File: src/rtl/pqr5_core_pkg.sv
// Core-wide constants shared by every pqr5 block.
package pqr5_core_pkg;
  localparam int DSIZE = 32;
endpackage

File: src/rtl/pqr5_subsystem_pkg.sv
// Subsystem-level types for the pqr5 host-to-memory loader.
package pqr5_subsystem_pkg;
  typedef enum logic [2:0] {
    ST_IDLE,
    ST_LEN,
    ST_DATA,
    ST_DONE,
    ST_ERR
  } loader_state_e;

  localparam int BYTES_PER_WORD = 4;
endpackage

File: src/rtl/pqr5_byte_packer.sv
// Little-endian byte-to-word packer: lanes 0..2 are held, lane 3 passes
// straight through so the full word is available on the 4th byte's cycle.
module pqr5_byte_packer
  import pqr5_core_pkg::*;
(
  input  logic             clk,
  input  logic             aresetn,
  input  logic             byte_valid_i,
  input  logic [7:0]       byte_i,
  input  logic [1:0]       idx_i,
  output logic [DSIZE-1:0] word_o,
  output logic             word_valid_o
);

  logic [23:0] low_bytes;

  for (genvar gi = 0; gi < 3; gi++) begin : g_lane
    logic [7:0] lane_q;
    always_ff @(posedge clk or negedge aresetn) begin
      if (!aresetn) begin
        lane_q <= '0;
      end else if (byte_valid_i && (idx_i == 2'(gi))) begin
        lane_q <= byte_i;
      end
    end
    assign low_bytes[gi*8 +: 8] = lane_q;
  end

  assign word_o       = DSIZE'({byte_i, low_bytes});
  assign word_valid_o = byte_valid_i && (idx_i == 2'd3);

endmodule

File: src/rtl/pqr5_mem_loader.sv
// Loads a length-prefixed little-endian byte stream into word memory,
// issuing one registered write strobe per assembled word.
module pqr5_mem_loader
  import pqr5_core_pkg::*;
  import pqr5_subsystem_pkg::*;
#(
  parameter int DEPTH = 1024,
  parameter int ASIZE = 32
) (
  input  logic             clk,
  input  logic             aresetn,
  input  logic             start_i,
  input  logic [7:0]       rx_data_i,
  input  logic             rx_valid_i,
  output logic             rx_ready_o,
  output logic             mem_wr_o,
  output logic [ASIZE-1:0] mem_addr_o,
  output logic [DSIZE-1:0] mem_data_o,
  output logic             busy_o,
  output logic             done_o,
  output logic             err_o,
  output logic [31:0]      wcnt_o
);

  loader_state_e    state_q;
  logic             rx_ready_q;
  logic             mem_wr_q;
  logic [ASIZE-1:0] mem_addr_q;
  logic [DSIZE-1:0] mem_data_q;
  logic             busy_q;
  logic             done_q;
  logic             err_q;
  logic [31:0]      wcnt_q;
  logic [31:0]      wcnt_d;
  logic [31:0]      n_q;
  logic [1:0]       bidx_q;

  logic             byte_acc;
  logic [DSIZE-1:0] word;
  logic             word_valid;

  assign byte_acc = rx_valid_i && rx_ready_q;
  assign wcnt_d   = wcnt_q + 32'd1;

  pqr5_byte_packer u_packer (
    .clk          (clk),
    .aresetn      (aresetn),
    .byte_valid_i (byte_acc),
    .byte_i       (rx_data_i),
    .idx_i        (bidx_q),
    .word_o       (word),
    .word_valid_o (word_valid)
  );

  always_ff @(posedge clk or negedge aresetn) begin
    if (!aresetn) begin
      state_q    <= ST_IDLE;
      rx_ready_q <= 1'b0;
      mem_wr_q   <= 1'b0;
      mem_addr_q <= '0;
      mem_data_q <= '0;
      busy_q     <= 1'b0;
      done_q     <= 1'b0;
      err_q      <= 1'b0;
      wcnt_q     <= '0;
      n_q        <= '0;
      bidx_q     <= '0;
    end else begin
      mem_wr_q <= 1'b0;
      if (byte_acc) begin
        bidx_q <= bidx_q + 2'd1;
      end
      case (state_q)
        ST_IDLE, ST_DONE, ST_ERR: begin
          if (start_i) begin
            state_q    <= ST_LEN;
            rx_ready_q <= 1'b1;
            busy_q     <= 1'b1;
            done_q     <= 1'b0;
            err_q      <= 1'b0;
            wcnt_q     <= '0;
            n_q        <= '0;
            bidx_q     <= '0;
          end
        end
        ST_LEN: begin
          if (word_valid) begin
            n_q <= word;
            if (word == '0) begin
              state_q    <= ST_DONE;
              rx_ready_q <= 1'b0;
              busy_q     <= 1'b0;
              done_q     <= 1'b1;
            end else if (word > 32'(DEPTH)) begin
              state_q    <= ST_ERR;
              rx_ready_q <= 1'b0;
              busy_q     <= 1'b0;
              err_q      <= 1'b1;
            end else begin
              state_q <= ST_DATA;
            end
          end
        end
        ST_DATA: begin
          // Counter, strobe and completion all move on the same edge so the
          // write cycle already shows the final count and DONE status.
          if (word_valid) begin
            mem_wr_q   <= 1'b1;
            mem_addr_q <= ASIZE'({wcnt_q[29:0], 2'b00});
            mem_data_q <= word;
            wcnt_q     <= wcnt_d;
            if (wcnt_d == n_q) begin
              state_q    <= ST_DONE;
              rx_ready_q <= 1'b0;
              busy_q     <= 1'b0;
              done_q     <= 1'b1;
            end
          end
        end
        default: begin
          state_q    <= ST_IDLE;
          rx_ready_q <= 1'b0;
          busy_q     <= 1'b0;
        end
      endcase
    end
  end

  assign rx_ready_o = rx_ready_q;
  assign mem_wr_o   = mem_wr_q;
  assign mem_addr_o = mem_addr_q;
  assign mem_data_o = mem_data_q;
  assign busy_o     = busy_q;
  assign done_o     = done_q;
  assign err_o      = err_q;
  assign wcnt_o     = wcnt_q;

endmodule

File: config.mk
export PLATFORM = sky130hd
export DESIGN_NAME = pqr5_mem_loader
export DESIGN_NICKNAME = d
export VERILOG_FILES = /design/src/rtl/pqr5_core_pkg.sv /design/src/rtl/pqr5_subsystem_pkg.sv /design/src/rtl/pqr5_byte_packer.sv /design/src/rtl/pqr5_mem_loader.sv
export SDC_FILE = /design/constraint.sdc
export NUM_CORES = 1
export LEC_CHECK = 0
export CORE_ASPECT_RATIO = 2
export CORE_MARGIN = 2
export CORE_UTILIZATION = 30
export CTS_CLUSTER_DIAMETER = 40
export CTS_CLUSTER_SIZE = 30
export DETAILED_ROUTE_END_ITERATION = 8
export GPL_ROUTABILITY_DRIVEN = 0
export PLACE_DENSITY = 0.53
export SETUP_SLACK_MARGIN = 0.1
export SYNTH_ARGS = -nofsm -noshare
export SYNTH_HDL_FRONTEND = slang
export SYNTH_HIERARCHICAL = 1
export SYNTH_SLANG_ARGS = --single-unit
File: constraint.sdc
create_clock -name clk -period 3.3 [get_ports clk]
set_input_delay 0.495 -clock clk [delete_from_list [all_inputs] [get_ports clk]]
set_output_delay 0.495 -clock clk [all_outputs]
set_load 0.005 [all_outputs]
Word-level counts from Yosys, hierarchy flattened:

Cells that the tools add are included.

* muxes and demuxes: 34
* $add $sub $neg: 2
* reduce and logical (&&, ||, !) cells: 19
* equal/unequal tests: 16
* magnitude comparators: 1

Operators with widths (number)
* $pmux 32 s2: 2
* $mux 32: 3
* $add 32x1->32 const B: 1
* $eq 32x32->1: 1
* $gt 32x11->1 const B: 1
* $logic_not 32->1: 1
* $mux 3: 6
* $mux 1: 16
* $ne 2x2->1 const B: 5
* $reduce_and 5->1: 2
* $pmux 3 s3: 1
* $eq 3x2->1 const B: 2
* $mux 2: 3
* $pmux 1 s3: 2
* $reduce_and 3->1: 2
* $reduce_and 6->1: 1
* $logic_and 1x1->1: 5
* $eq 2x2->1 const B: 2
* $ne 2x1->1 const B: 2
* $reduce_and 4->1: 1
* $reduce_bool 2->1: 2
* $eq 3x1->1 const B: 1
* $eq 3x3->1 const B: 1
* $logic_not 3->1: 1
* other kinds (8): 8

* output and inout port bits: 101
* word-level logic and storage cells: 85
* input bits: 12
* register bits after elaboration: 159

Depth between registers and ports, before layout:

* word-level depth: 5
* gate-level depth with buffers: 11
* mapped depth without buffers: 10

Hierarchy:

Netlist, hierarchy kept.

Modules (own cells, without submodules)
* pqr5_mem_loader: times used 1, sequential area each 3378.2 sq um, cells an instance 839, area each 6976.7 sq um
* pqr5_byte_packer: times used 1, sequential area each 600.6 sq um, cells an instance 60, area each 979.7 sq um

Least setup slack after synthesis:

Ideal clock, no wire load.

* path type: reg-to-reg
* start point: register wcnt_q[0] (netlist: wcnt_o[0])
* end point: register done_q (netlist: done_o)
* period minus slack after synthesis: 2.927 ns
* library setup time: 0.065 ns
* stages on the path, launching flop included: 11
* required time: 3.235 ns
* buffers on the path: 1
* setup slack: 0.373 ns
* arrival: 2.862 ns
* path through: dfrtp_1 -> ha_1 -> clkbuf_1 -> nand4_1 -> nor4_2 -> nand4_1 -> xnor2_1 -> nor4_1 -> nand4_1 -> o21ai_1 -> o21ba_1

* cells in the longest elaborated chain, start to end: 4

Ends and longest elaborated chain
* from (decl): line pqr5_mem_loader.sv:33 `logic [31:0] wcnt_q;`
* from (signal assigned): line pqr5_mem_loader.sv:111 `wcnt_q <= wcnt_d;`
* $add 32x1->32: line pqr5_mem_loader.sv:43 `assign wcnt_d = wcnt_q + 32'd1;`
* $eq 32x32->1: line pqr5_mem_loader.sv:112 `if (wcnt_d == n_q) begin`
* $ne 2x2->1 (no line)
* $reduce_and 6->1 (no line)
* to (signal assigned): line pqr5_mem_loader.sv:63 `done_q <= 1'b0;`
* to (signal assigned): line pqr5_mem_loader.sv:79 `done_q <= 1'b0;`
* to (signal assigned): line pqr5_mem_loader.sv:116 `done_q <= 1'b1;`
* to (decl): line pqr5_mem_loader.sv:31 `logic done_q;`

No other way between the ends.
A chain may end at the register's enable or synchronous reset.

Worst setup path after layout:

* start point: register wcnt_q[4] (netlist: wcnt_o[4])
* end point: register done_q (netlist: done_o)

Same word-level chain as after synthesis.

==> impl_metrics.json <==
{
  "ys_types": 65,
  "slew_viol_final": 0,
  "synth_area_leaders": "dfrtp_1, nand2_1, mux2_2",
  "layout.cells.non_filler": 1369,
  "initial_core_util": 0.304,
  "synth.top_cell.area_share": 0.500,
  "synth_top_area_cell": "dfrtp_1",
  "pwr-share-seq": 0.437,
  "arrival_ns": 3.42,
  "antenna-diode-count": 0,
  "postSynthCellCount": 899,
  "ir_drop_v": 0.000339,
  "tightest_slew_ns": 0.619,
  "syn_area_mm2": 0.00796,
  "grt.total_usage": 0.181,
  "use_met2": 0.345,
  "cts-root-buf": "clkbuf_16",
  "critPathKind": "reg2reg",
  "yosysWarnings": 6,
  "hold_class": "in2async",
  "grt_antenna_before_repair": 0,
  "use_met3": 0.0314,
  "ys_async_sr_fraction": 1.00,
  "ys.flop_type": "dfrtp_1",
  "p_int_uw": 4240,
  "p_comb_frac": 0.259,
  "insertion_delay_ns": 0.45,
  "synth_edf_count": 0,
  "htreeDepth": 4,
  "max_freq_ghz": 0.330,
  "syn2layout_area_growth_pct": 28.0,
  "gr-total-overflow": 0,
  "use_met1": 0.188,
  "die_h_um": 234,
  "cts_tree": "built",
  "final.min_clock_period_ns": 3.03,
  "synth_seq_area_share": 0.500,
  "setup.worst_path.start_class": "flip-flop",
  "tns_ns": 0,
  "placedCellCount": 1335,
  "clk_pin_slew_ns": 0.07,
  "wire_per_inst_um": 17.8,
  "setup-violations-final": 0,
  "maxSlewHeadroom": 0.584,
  "post-synth-top-count-cell": "nand2_1",
  "grt_pass1_vias": 6872,
  "postRouteAntennaNets": 0,
  "power_switching_uw": 2200,
  "powerDensity_mw_per_mm2": 633,
  "via_per_inst": 4.91,
  "first_iter_violations": 371,
  "drt_first_pass_iters": 5,
  "cts_hold_buf": 0,
  "power_frac_clock": 0.303,
  "core_area_mm2": 0.0262,
  "clock_path_buffers": 2,
  "die_x_um": 119,
  "synthTopCellsByCount": "nand2_1, dfrtp_1, o21ai_0",
  "grt_max_degree": 105,
  "rsz0062_at_grt": "no",
  "ys_ff_latch": 159,
  "critPathCaptureType": "flip-flop",
  "switching_share": 0.342,
  "postSynthAreaPerCell_um2": 8.85,
  "ios": 113,
  "nNetsFinal": 1025,
  "dpl.hpwl_um": 17600,
  "path_max_fanout": 9,
  "gr-max-usage-layer": "met2",
  "design_area_mm2": 0.0102,
  "fin_crit_sh": 0.919,
  "finalHoldViolations": 0,
  "dieArea_mm2": 0.0279,
  "skew_ns": 0.00925,
  "fill_cells": 2646,
  "drcViolationCount": 0,
  "total_leakage_power_uw": 0.00460,
  "status": "complete, no violations",
  "placed_area_mm2": 0.00958,
  "required_ns": 3.69,
  "cts_buffers": 17,
  "grt_pass1_wl_um": 38700,
  "detailroute.via_count": 6725,
  "cts_sinks": 159,
  "drive_gt1_frac": 0.131,
  "rows": 84,
  "maxCapViolCount": 0,
  "io_buffer_count": 110,
  "drt_wl_total_um": 24400
}
worst paths after layout:
path / start / endpoint / slack (ns) / cells past startpoint
setup / recovery: wcnt_o[4] / done_o / 0.27 / 8
hold / removal: aresetn / mem_data_o[27] / 0.04 / 1
setup reg to reg: wcnt_o[4] / done_o / 0.27 / 8
hold reg to reg: mem_addr_o[19] / mem_addr_o[19] / 0.47 / 2
max in group asynchronous: aresetn / wcnt_o[8] / 2.36 / 2
min in group clk: mem_addr_o[19] / mem_addr_o[19] / 0.47 / 2
kinds of logic after synthesis:
| logic type | count (synthesis) | synth area share |
|---|---|---|
| DFF | 159 | 0.500 |
| buffers and inverters | 77 | 0.0445 |
| AOI/OAI and AO/OA | 123 | 0.0928 |
| xor gates and xnor gates | 40 | 0.0440 |
| other | 1 | 0.000471 |
| and+or+nand+nor | 468 | 0.275 |
| muxes | 30 | 0.0417 |
| adders and majority gates | 1 | 0.00157 |
power by group through the flow:
stage	logic (uW)	clock network [uW]	registers, uW
6_report	1670	1950	2820
4_1_cts	1690	2020	2830
3_5_place_dp	1680	0	2860
2_1_floorplan	1130	0	2660
3_3_place_gp	1670	0	2850
5_1_grt	1880	2090	2880
registers in the layout, indices dropped and copies added (netlist names):
name                    flops
bidx_q                      2
busy_o                      1
done_o                      1
err_o                       1
mem_addr_o                 30
mem_data_o                 32
mem_wr_o                    1
n_q                        32
state_q                     3
u_packer/g_lane.lane_q     24
wcnt_o                     32
critical path: stages (launching register included):
cell and delay (ns):
dfrtp_1 0.53, nand3_4 0.17, or4_4 0.59, or4_1 0.59, xnor2_1 0.16, a221oi_1 0.38
nand4_1 0.19, o21ai_1 0.23, o21ba_1 0.14
placed cells by master (no fill, tap or decap), drive strengths merged, types with 6 or more instances in the layout:
master         netlist  final
buf                 24     54
mux2                25     25
clkbuf              46     21
clkdlybuf4s50        0    109
nor3                12     12
nor2                42     42
nand2              280    280
nor4                16     16
o21ai               61     61
nand4               20     20
dfrtp              159    159
nand3b               6      6
a21oi               18     18
and3                 6      6
and2                 7      7
xor2                13     13
xnor2               27     27
inv                  6     10
a31oi                7      7
nand3               49     49
o31ai               10     10
per-layer routing:
layer	routed length (um)	vias to the layer above
li1	-	3261
met1	9270	3275
met2	13500	145
met3	696	44
met4	849	0
met5	0	-
stage by stage:
step	hold slack (ns)	setup WS, ns	power, uW	util
CTS	0.0412	0.169	6540	0.388
detailed placement	0.462	0.206	4530	0.366
global placement	0.456	0.276	4510	0.366
global route	0.0762	0.109	6840	0.389
floorplan	0.199	0.373	3790	-
finish	0.0360	0.267	6440	0.389
timing repair:
item                       4_1_cts  5_1_grt
buffers inserted                 0        2
resized for setup                0        3
setup endpoints to repair        0        3
layout make-up:
cell class	count	area, um2	share of cell area
flip-flops and latches	159	3980	0.391
multi-input cells	664	3650	0.358
well taps	344	430	0.0423
repair buffers	163	1530	0.150
inverters	7	26.3	0.00258
clock buffers	21	470	0.0462
clock inverters	11	104	0.0102
Note: power is estimated with default switching activity, not from simulation.
